--- src/rtl/gate_exerciser_if.sv ---
// Signal bundle between a gate_exerciser and whatever launches sweeps and
// provides the gate-under-test output.
// slave  : the exerciser itself (drives the gate inputs, reports results)
// master : the launcher / gate side (drives start and y_in)
interface gate_exerciser_if #(
    parameter int N_IN = 2
);
    logic                 start;
    logic                 y_in;
    logic [N_IN-1:0]      vec_out;
    logic                 busy;
    logic                 done;
    logic                 pass;
    logic [2**N_IN-1:0]   fail_vec;
    logic [N_IN:0]        err_count;

    modport master (
        output start,
        output y_in,
        input  vec_out,
        input  busy,
        input  done,
        input  pass,
        input  fail_vec,
        input  err_count
    );

    modport slave (
        input  start,
        input  y_in,
        output vec_out,
        output busy,
        output done,
        output pass,
        output fail_vec,
        output err_count
    );
endinterface

--- src/rtl/gate_exerciser.sv ---
// On-chip truth-table walker for a combinational gate cell.
// Each input vector is held for SETTLE clocks, then y_in is sampled for one
// clock and compared with the matching EXPECT bit. Mismatches set the
// vector's bit in fail_vec and bump err_count. After the last vector the
// block parks in DONE with the results frozen until the next start.
module gate_exerciser #(
    parameter int                     N_IN   = 2,
    parameter logic [(1<<N_IN)-1:0]   EXPECT = 4'b1000,
    parameter int                     SETTLE = 1
) (
    input  logic               clk,
    input  logic               rst_n,
    gate_exerciser_if.slave    bus
);
    localparam int NV = 1 << N_IN;
    localparam int CW = (SETTLE > 1) ? $clog2(SETTLE) : 1;
    localparam logic [CW-1:0]   CNT_LAST = CW'(SETTLE - 1);
    localparam logic [N_IN-1:0] VEC_LAST = '1;

    typedef enum logic [1:0] {
        IDLE,
        HOLD,
        SAMPLE,
        DONE
    } state_t;

    state_t          state, state_nx;
    logic [N_IN-1:0] vec, vec_nx;
    logic [CW-1:0]   cnt, cnt_nx;
    logic [NV-1:0]   fv, fv_nx;
    logic [N_IN:0]   ec, ec_nx;

    // State and datapath registers; reset returns everything to zero at once.
    always_ff @(posedge clk or negedge rst_n) begin
        if (!rst_n) begin
            state <= IDLE;
            vec   <= '0;
            cnt   <= '0;
            fv    <= '0;
            ec    <= '0;
        end else begin
            state <= state_nx;
            vec   <= vec_nx;
            cnt   <= cnt_nx;
            fv    <= fv_nx;
            ec    <= ec_nx;
        end
    end

    // Next-state and datapath update for the sweep.
    always_comb begin
        state_nx = state;
        vec_nx   = vec;
        cnt_nx   = cnt;
        fv_nx    = fv;
        ec_nx    = ec;
        case (state)
            IDLE, DONE: begin
                if (bus.start) begin
                    state_nx = HOLD;
                    vec_nx   = '0;
                    cnt_nx   = '0;
                    fv_nx    = '0;
                    ec_nx    = '0;
                end
            end
            HOLD: begin
                cnt_nx = cnt + CW'(1);
                if (cnt == CNT_LAST) begin
                    state_nx = SAMPLE;
                end
            end
            SAMPLE: begin
                if (bus.y_in != EXPECT[vec]) begin
                    fv_nx[vec] = 1'b1;
                    ec_nx      = ec + (N_IN+1)'(1);
                end
                if (vec == VEC_LAST) begin
                    state_nx = DONE;
                end else begin
                    vec_nx   = vec + N_IN'(1);
                    cnt_nx   = '0;
                    state_nx = HOLD;
                end
            end
            default: begin
                state_nx = IDLE;
            end
        endcase
    end

    // Status outputs decode straight from state, so reset clears them
    // without waiting for a clock edge.
    assign bus.vec_out   = vec;
    assign bus.busy      = (state == HOLD) || (state == SAMPLE);
    assign bus.done      = (state == DONE);
    assign bus.pass      = (state == DONE) && (ec == '0);
    assign bus.fail_vec  = fv;
    assign bus.err_count = ec;
endmodule
--- src/flat_wrapper.sv ---
// flat-port wrapper written by rule: the top's interface ports become plain ports
module gate_exerciser_flat 
#(
    parameter int                     N_IN   = 2,
    parameter logic [(1<<N_IN)-1:0]   EXPECT = 4'b1000,
    parameter int                     SETTLE = 1
)
  (clk, rst_n, bus_start, bus_y_in, bus_vec_out, bus_busy, bus_done, bus_pass, bus_fail_vec, bus_err_count);
  gate_exerciser_if #(.N_IN(N_IN)) bus_i ();
  input  logic clk;
  input  logic rst_n;
  input wire logic [$bits(bus_i.start)-1:0] bus_start;
  input wire logic [$bits(bus_i.y_in)-1:0] bus_y_in;
  output wire logic [$bits(bus_i.vec_out)-1:0] bus_vec_out;
  output wire logic [$bits(bus_i.busy)-1:0] bus_busy;
  output wire logic [$bits(bus_i.done)-1:0] bus_done;
  output wire logic [$bits(bus_i.pass)-1:0] bus_pass;
  output wire logic [$bits(bus_i.fail_vec)-1:0] bus_fail_vec;
  output wire logic [$bits(bus_i.err_count)-1:0] bus_err_count;
  assign bus_i.start = bus_start;
  assign bus_i.y_in = bus_y_in;
  assign bus_vec_out = bus_i.vec_out;
  assign bus_busy = bus_i.busy;
  assign bus_done = bus_i.done;
  assign bus_pass = bus_i.pass;
  assign bus_fail_vec = bus_i.fail_vec;
  assign bus_err_count = bus_i.err_count;
  gate_exerciser #(.N_IN(N_IN), .EXPECT(EXPECT), .SETTLE(SETTLE)) u_core (.clk(clk), .rst_n(rst_n), .bus(bus_i));
endmodule
--- config.mk ---
export PLATFORM = sky130hd
export DESIGN_NAME = gate_exerciser_flat
export DESIGN_NICKNAME = d
export VERILOG_FILES = /design/src/rtl/gate_exerciser_if.sv /design/src/rtl/gate_exerciser.sv /design/src/flat_wrapper.sv
export SDC_FILE = /design/constraint.sdc
export NUM_CORES = 1
export LEC_CHECK = 0
export CAP_MARGIN = 5
export CORE_UTILIZATION = 54
export DETAILED_ROUTE_END_ITERATION = 10
export GPL_TIMING_DRIVEN = 0
export MAX_ROUTING_LAYER = met4
export PLACE_DENSITY_LB_ADDON = 0.08
export SLEW_MARGIN = 20
export SYNTH_ARGS = -nofsm -noshare
export SYNTH_HDL_FRONTEND = slang
export SYNTH_SLANG_ARGS = --single-unit
--- constraint.sdc ---
create_clock -name clk -period 2.3 [get_ports clk]
set_input_delay 0.23 -clock clk [delete_from_list [all_inputs] [get_ports clk]]
set_output_delay 0.23 -clock clk [all_outputs]
set_load 0.02 [all_outputs]
==> impl_metrics.json <==
{
  "r2r_cells": 6,
  "drive_gt1_frac": 0.106,
  "final_cell_area_um2": 1070,
  "path_cells": "inv_1 > ha_1 > inv_1 > clkdlybuf4s50_1",
  "wl_per_cell_um": 15.1,
  "cts_sinks": 12,
  "layout_commonest_cell": "clkdlybuf4s50_1",
  "htreeDepth": 1,
  "rrSetupSlack_ps": 580,
  "cts-root-buf": "clkbuf_4",
  "worst_slack_ps": 246,
  "period_share": 0.893,
  "cp_max_fo": 4,
  "hold_buffers": 0,
  "status": "finished clean",
  "drt-total-wl_mm": 1.95,
  "drt_iter0_drc": 16,
  "final_cells": 129,
  "worst_clock_skew_ps": 3.91,
  "dp_hpwl_mm": 1.32,
  "synth_cell_types": 32,
  "slew_violations": 0,
  "drc_errors": 0,
  "dpl_cell_area_um2": 1030,
  "cp_data_required_time_ps": 2070,
  "post_cts_buffers": 0,
  "path_common_cell": "inv_1",
  "synth_area_um2": 865,
  "fp-row-count": 14,
  "antenna_cells": 0,
  "ant_nets": 0,
  "grtUsageTotal": 0.251,
  "maxCapViolCount": 0,
  "yosysWarningCount": 0,
  "power_density_nw_per_um2": 1130,
  "reg2reg_from": "u_core.state[0]",
  "place.gp.congestion": 0.769,
  "critPathSlowestCell": "clkdlybuf4s50_1",
  "overflow": 0,
  "critPathLaunchType": "flop",
  "port_buffers": 15,
  "clkLatencyLatePin_ps": 280,
  "maxSlewHeadroom": 0.636,
  "ios": 16,
  "hp-class": "in2async",
  "total_power_mw": 1.21,
  "via_per_inst": 5.91,
  "clk_pin_slew_worst_paths_ps": 90,
  "syn_nets": 109,
  "hold_ws_ps": 294,
  "cts_buffer_depth": 2,
  "hold_viol": 0,
  "grt_pass1_wl_mm": 3.26,
  "syn_inst": 94,
  "fp.dieW_um": 42.0,
  "crit_buf_inv": 3,
  "synth_edf_count": 0,
  "critPathKind": "reg2out",
  "reg2reg_to": "u_core.cnt",
  "dp_slack_ps": 577,
  "grt_max_degree": 13,
  "tightest_slew_ps": 544,
  "worstPathArrival_ps": 1820,
  "fin_util": 0.711,
  "routed-via-count": 763,
  "p_leak_nw": 0.493,
  "grt_pass1_vias": 722,
  "cts_buffers": 3,
  "core-area_um2": 1510,
  "ys_ff_latch": 12,
  "finalWorstPathRequiredPeriod_ps": 2050,
  "die_h_um": 42.0,
  "fmax_mhz": 487,
  "synthArstFlopShare": 1.00,
  "antenna_found_initial": 0,
  "fin_setup_tns_ps": 0,
  "first_pass_iters": 4,
  "start_util": 0.574,
  "slowest_delay_ps": 610,
  "crit_family": "buffers and inverters",
  "seq_area_frac_synth": 0.347,
  "max-vdd-ir-drop_v": 0.000677,
  "critical_path.endpoint_type": "output pin",
  "synthFlopType": "dfrtp_1",
  "syn_avg_cell_area_um2": 9.20,
  "cts_resized": 0,
  "mostFrequentLayoutCells": "15 x clkdlybuf4s50_1, 12 x dfrtp_1, 11 x ha_1, 9 x o21ai_0, 8 x inv_1",
  "rsz0062_at_grt": "no",
  "nNetsFinal": 129,
  "dieArea_um2": 1770,
  "dp.cells": 125,
  "setup_viol_count_final": 0,
  "synthToLayoutAreaGrowth_pct": 23.9,
  "cts_tree": "yes"
}
worst reg2reg max path: stages (launching register included):
cell and delay [ps]:
dfrtp_1 400, inv_1 80, ha_1 340, nor2b_1 140, buf_2 170, a21oi_1 140, mux2_2 340
cells in the mapped netlist, types with 2 or more instances:
library cell	n	area share
dfrtp_1	12	0.35
ha_1	11	0.16
o21ai_0	9	0.052
inv_1	8	0.035
a21oi_1	7	0.041
a31oi_1	5	0.036
buf_2	4	0.023
nand2_1	4	0.017
nor2_1	4	0.017
nand3b_1	3	0.026
nor2b_1	3	0.022
nand3_1	2	0.012
nor3_1	2	0.012
nor3b_1	2	0.017
registers in the layout, summed over array words and instances (netlist names):
| signal | cells |
|---|---|
| u_core.cnt | 1 |
| u_core.bus.vec_out | 2 |
| u_core.state | 2 |
| u_core.bus.fail_vec | 4 |
| u_core.bus.err_count | 3 |
power breakdown:
part / switching [mW] / internal (mW) / leakage, nW / total, mW
sequential: 0.0738 / 0.270 / 0.161 / 0.344
combinational: 0.387 / 0.304 / 0.311 / 0.691
clock: 0.0828 / 0.0963 / 0.0210 / 0.179
total: 0.544 / 0.670 / 0.493 / 1.21
routing by layer:
| layer | vias up | track usage | wire [µm] |
|---|---|---|---|
| li1 | 375 | - | - |
| met1 | 360 | 0.325 | 951 |
| met2 | 18 | 0.400 | 888 |
| met3 | 10 | 0.0388 | 53 |
| met4 | 0 | 0.0938 | 53 |
| met5 | - | - | 0 |
layout make-up:
cell class,instances,area (µm²)
inverters,8,30.0
multi-input cells,69,510
clock buffers,4,36.3
plain buffers,5,23.8
well taps,16,20.0
fillers,115,435
flip-flops and latches,12,300
repair buffers,15,150
worst max path at each step:
stage                    start  depth (start not counted)         end  slack [ps]
5_1_grt        u_core.state[0]                          4    bus_busy         180
3_3_place_gp   u_core.state[0]                          4    bus_busy         580
2_1_floorplan  u_core.state[0]                          6  u_core.cnt         720
3_5_place_dp   u_core.state[0]                          4    bus_busy         580
4_1_cts        u_core.state[0]                          4    bus_busy         270
6_report       u_core.state[0]                          4    bus_busy         250
cells by family (layout without fill, tap and decap cells):
group | count (synthesis) | in the layout | share of synthesized area
xor+xnor | 1 | 1 | 0.0188
buf+inv | 13 | 32 | 0.0622
flops | 12 | 12 | 0.347
compound gates | 28 | 28 | 0.204
mux | 2 | 2 | 0.0246
simple gates | 27 | 27 | 0.184
fa+ha+maj | 11 | 11 | 0.159
Power figures use the tool's default switching activity.
